===== src/rtl/uart_pkg.sv =====
// Shared constants and helpers for the UART block family.
package uart_pkg;

  // Default depth of an asynchronous-input synchronizer chain.
  localparam int SYNC_STAGES_DEFAULT = 3;

  // Width of a counter that must reach len-1. A 1-bit counter is the
  // minimum so that len = 1 still yields a legal vector.
  function automatic int cnt_width(input int len);
    int w;
    w = $clog2(len);
    return (w < 1) ? 1 : w;
  endfunction

endpackage


===== src/rtl/sync_filter_channel.sv =====
// One channel: metastability chain, run-length glitch filter and
// registered rise/fall pulses aligned with the filtered level change.
module sync_filter_channel
  import uart_pkg::*;
#(
  parameter int   NUM_STAGES = SYNC_STAGES_DEFAULT,
  parameter int   FILTER_LEN = 4,
  parameter logic RESET_BIT  = 1'b1
) (
  input  logic clk,
  input  logic rst_n,
  input  logic sample_en,
  input  logic data_in,
  output logic data_out,
  output logic rise,
  output logic fall
);

  localparam int            CW      = cnt_width(FILTER_LEN);
  localparam logic [CW-1:0] CNT_MAX = CW'(FILTER_LEN - 1);

  logic [NUM_STAGES-1:0] chain_reg;
  logic                  sync_bit;
  logic [CW-1:0]         count_reg, count_next;
  logic                  out_reg, out_next;
  logic                  rise_reg, rise_next;
  logic                  fall_reg, fall_next;

  // Only the oldest stage is used; earlier stages may be metastable.
  assign sync_bit = chain_reg[NUM_STAGES-1];

  // Synchronizer chain shifts every cycle, independent of the strobe.
  always_ff @(posedge clk) begin
    if (!rst_n) begin
      chain_reg <= {NUM_STAGES{RESET_BIT}};
    end else begin
      chain_reg <= {chain_reg[NUM_STAGES-2:0], data_in};
    end
  end

  // Filter decision: count consecutive disagreeing samples, commit on the
  // FILTER_LEN-th one, and raise the matching edge pulse on that same edge.
  always_comb begin
    count_next = count_reg;
    out_next   = out_reg;
    rise_next  = 1'b0;
    fall_next  = 1'b0;
    if (sample_en) begin
      if (sync_bit == out_reg) begin
        count_next = '0;
      end else if (count_reg == CNT_MAX) begin
        out_next   = sync_bit;
        count_next = '0;
        rise_next  = sync_bit;
        fall_next  = ~sync_bit;
      end else begin
        count_next = count_reg + CW'(1);
      end
    end
  end

  // Filter state and pulse registers; reset drops any partial run.
  always_ff @(posedge clk) begin
    if (!rst_n) begin
      count_reg <= '0;
      out_reg   <= RESET_BIT;
      rise_reg  <= 1'b0;
      fall_reg  <= 1'b0;
    end else begin
      count_reg <= count_next;
      out_reg   <= out_next;
      rise_reg  <= rise_next;
      fall_reg  <= fall_next;
    end
  end

  assign data_out = out_reg;
  assign rise     = rise_reg;
  assign fall     = fall_reg;

endmodule


===== src/rtl/multi_bit_sync_filter.sv =====
// WIDTH independent synchronize-and-filter channels for asynchronous UART
// pins and straps; each bit carries its own reset/idle level.
module multi_bit_sync_filter
  import uart_pkg::*;
#(
  parameter int               WIDTH      = 1,
  parameter int               NUM_STAGES = SYNC_STAGES_DEFAULT,
  parameter int               FILTER_LEN = 4,
  parameter logic [WIDTH-1:0] RESET_VAL  = {WIDTH{1'b1}}
) (
  input  logic             clk,
  input  logic             rst_n,
  input  logic             sample_en,
  input  logic [WIDTH-1:0] data_in,
  output logic [WIDTH-1:0] data_out,
  output logic [WIDTH-1:0] rise,
  output logic [WIDTH-1:0] fall
);

  // One self-contained channel per bit; no state is shared between bits.
  for (genvar gi = 0; gi < WIDTH; gi++) begin : g_chan
    sync_filter_channel #(
      .NUM_STAGES (NUM_STAGES),
      .FILTER_LEN (FILTER_LEN),
      .RESET_BIT  (RESET_VAL[gi])
    ) u_chan (
      .clk       (clk),
      .rst_n     (rst_n),
      .sample_en (sample_en),
      .data_in   (data_in[gi]),
      .data_out  (data_out[gi]),
      .rise      (rise[gi]),
      .fall      (fall[gi])
    );
  end

endmodule

===== config.mk =====
export PLATFORM = sky130hd
export DESIGN_NAME = multi_bit_sync_filter
export DESIGN_NICKNAME = d
export VERILOG_FILES = /design/src/rtl/uart_pkg.sv /design/src/rtl/sync_filter_channel.sv /design/src/rtl/multi_bit_sync_filter.sv
export SDC_FILE = /design/constraint.sdc
export NUM_CORES = 1
export LEC_CHECK = 0
export CORE_AREA = 2 2 39 41
export CTS_CLUSTER_DIAMETER = 120
export DETAILED_ROUTE_END_ITERATION = 8
export DIE_AREA = 0 0 41 43
export HOLD_SLACK_MARGIN = 0.15
export SLEW_MARGIN = 20
export SYNTH_ARGS = -nofsm -noshare
export SYNTH_HDL_FRONTEND = slang
export SYNTH_SLANG_ARGS = --single-unit

===== constraint.sdc =====
create_clock -name clk -period 1.3 [get_ports clk]
set_clock_uncertainty 0.1 [all_clocks]
set_input_delay 0.325 -clock clk [delete_from_list [all_inputs] [get_ports clk]]
set_output_delay 0.325 -clock clk [all_outputs]
set_load 0.005 [all_outputs]

Yosys cells after proc, flatten, opt, wreduce, memory -nomap -nowiden

Cells that the tools add are included.

Bitwise operators: 5
Mux-type cells: 2
$add $sub $neg: 1
Eq/ne operators: 2
Reductions and logical operators: 2

Operators with widths:

| operator              | number |
|---|---|
| $not A1 Y1            | 5 |
| $mux W2               | 2 |
| $reduce_or A4 Y1      | 1 |
| $reduce_and A3 Y1     | 1 |
| $add A2 B1 Y2 const B | 1 |
| $eq A2 B2 Y1 const B  | 1 |
| $eq A1 B1 Y1          | 1 |

Output and inout bits: 3
Register bits after elaboration: 8
Logic and storage cells: 17
Input port bits: 4

Logic depth before layout (Yosys ltp)

Word-level depth: 3
Gate-level depth with buffers: 3

Least setup slack after synthesis

Ideal clock, no wire load.

Kind: register to register
Start point: register g_chan[0].u_chan.count_reg[0]
End point: register g_chan[0].u_chan.out_reg
Period minus slack after synthesis: 1.009 ns
Slack: 0.291 ns
Data arrival time: 0.835 ns
Stages on the path, launching flop included: 4
Buffers on the path: 0
Path through: dfxtp_1 ha_1 and3b_2 o21ai_0

Word-level cells in the longest chain between the ends: 2

RTL lines:

| element                            | line                      | text |
|---|---|---|
| start: declaration                 | sync_filter_channel.sv:24 | `logic [CW-1:0] count_reg, count_next;` |
| start signal: assignment           | sync_filter_channel.sv:70 | `count_reg <= count_next;` |
| $eq A2 B2 Y1                       | sync_filter_channel.sv:51 | `end else if (count_reg == CNT_MAX) begin` |
| $reduce_and A3 Y1 (no source line) | n/a                       |  |
| end signal: assignment             | sync_filter_channel.sv:71 | `out_reg <= out_next;` |
| end: declaration                   | sync_filter_channel.sv:25 | `logic out_reg, out_next;` |

No other way between the ends.
A chain may end at the register's enable or synchronous reset.

Final worst setup path

Start point: register g_chan[0].u_chan.out_reg
End point: output port data_out

RTL lines:

| element          | line                        | text |
|---|---|---|
| end: declaration | multi_bit_sync_filter.sv:15 | `output logic [WIDTH-1:0] data_out,` |

No word-level cell between the ends.

==> run metrics <==
Main synth FF type=dfxtp_1; Fillers=149; cell with the most instances after synthesis=dfxtp_1; largest fanout on the critical path=2; RSZ-0062 raised after global routing=false; WL final=roughly 440 um; compound-cell area share of the yosys netlist=0.0667; CTS max path bufs=2; flip-flop and latch count after synthesis=8; CTS tree=done; Core Util, Final=0.305; Crit-path slowest cell=dfxtp_1; pwr dens=1090 nW/um2; die area=1760 um2; net count of the mapped netlist=30; area of the core=roughly 1400 um2; post-route ant nets=0; Final Cell Area=422 um2; syn avg cell area=12.0 um2; hold_buf cts=0; ratio of cells with drive above 1 in the final layout=0.270; Synth Area in XOR/XNOR=0.0292; setup TNS=0 ps; Synth top area share=0.533; synthesis-to-finish area growth=40.4%; Crit Path Class=reg -> out; die height=43 um; number of global-route vias before repair=around 200; TritonCTS Sinks=8; largest family of logic cells by synthesized area=simple AND/OR/NAND/NOR gates; number of port buffers=6; status=complete, no violations; GRT overflow=0; I/O Pins=7; cells along the critical path=dlygate4sd2_1; Synth Area in Adders=0.0417; GP Congestion=0.727; clk_lat worst skew=250 ps; via/cell ratio=between 4 and 5; slowest stage delay, CP=300 ps; DRT Pass-1 Iters=2; DR WL/cell=8.34 um; Setup WS post-layout=69.3 ps; synth unique cells=12; shortest period the worst path allows=roughly 1200 ps; LEAKAGE=0.170 nW; largest net degree at the start of global routing=10; clk root buf=clkbuf_4; Worst EP arrival=810 ps; Post-Syn Area=between 300 and 400 um2; area of the multi-input gates=140 um2; max-cap violations=0; EDFF count, synth=0; VDD IR-drop max=~0.66 mV; Hold WC Path Type=reg -> reg; worst-margin pin slew=286 ps; post-route DRC violation count=0; post-place setup slack=-139 ps; initial core utilization=0.217; post-DP HPWL=around 330 um; register area=160 um2; max reg flops=3; vias=228; multiplexer share of the synthesized area=0; Die X=41 um; Num CTS Buffers=3; simple-gate share of the synthesized area=0.329; num rows=14; Total GRT Usage=0.0806; final slew viol count=0; antenna violations before repair=0; clock slew at reported path FFs=about 50 ps; synth warn=0; total power=460 uW; Buf+Inv Stages, Crit Path=1; CP endpoint kind=output pin; top cells by count, synth=dfxtp_1, o21ai_0, or2b_1, nand3b_1, nor3b_2; DRT iter0 DRCs=6; Top delay family on crit path=flip-flops; placed cell area=403 um2; dominant cells by area after synthesis=dfxtp_1, nor3b_2, or2b_1; diode count=0; cell count after synthesis=25; leading area contributor after synthesis=dfxtp_1; Rel. slew slack=0.809; sequential area share after synthesis=0.533; CP startpoint kind=register; Finish-stage setup viols=0; fin nets=44; Hold Vio Cnt, Final=0; global-route wire length before repair=862 um; fraction of registers with async set/reset=0; CTS H-tree lvls=1; post-CTS setup buffers=0; fin crit share=0.947; CP Data Required Time=880 ps; FMAX=813 MHz
-- final timing paths --
kind	endpoint	slack [ps]	from	cells past startpoint
worst max-delay path	data_out	70	g_chan[0].u_chan.data_out	1
worst min-delay path	g_chan[0].u_chan.chain_reg[1]	300	g_chan[0].u_chan.chain_reg[0]	1
worst max register to register	g_chan[0].u_chan.data_out	230	g_chan[0].u_chan.count_reg[0]	3
worst min register to register	g_chan[0].u_chan.chain_reg[1]	300	g_chan[0].u_chan.chain_reg[0]	1
-- where the power goes --
group / leakage (nW) / internal [mW] / switching, mW
registers: 0.0651 / 0.250 / 0.00181
clock network: 0.0138 / 0.105 / 0.0768
logic: 0.0908 / 0.0172 / 0.00918
total: 0.170 / 0.372 / 0.0878
-- metrics by stage --
step	std cells	hold slack, ps
after detailed placement	50	295
after floorplan	25	285
after global routing	53	325
after global placement	50	294
after CTS	53	307
final	53	302
-- cell type report --
class	instances	share of cell area
multi-input cells	17	0.332
well taps	16	0.0475
clock buffers	3	0.0534
flip-flops and latches	8	0.380
repair buffers	9	0.187
-- cells in the final DEF (no fill, tap or decap), types with 2 or more instances in the layout --
cell / count
clkbuf_4: 3
o21ai_0: 3
nand3b_1: 2
nor3b_2: 2
buf_4: 3
dlygate4sd2_1: 3
dfxtp_1: 8
or2b_1: 3
clkdlybuf4s50_1: 3
-- routing by layer --
layer  vias up  track usage  routed length, um
li1        113            -                  -
met4         0       0.0200                  0
met2         9       0.0938                185
met3         0       0.0942                 59
met5         -            0                  0
met1       106       0.0942                197
-- repair_timing --
action                     4_1_cts  5_1_grt
gates resized for setup          3        0
setup endpoints to repair        3        0
hold endpoints to repair         0        0
-- logic make-up after synthesis --
logic type	Yosys count
flops	8
fa+ha+maj	1
simple gates	11
xor+xnor	1
compound gates	4
No activity file was read; power rests on OpenSTA's default activity.
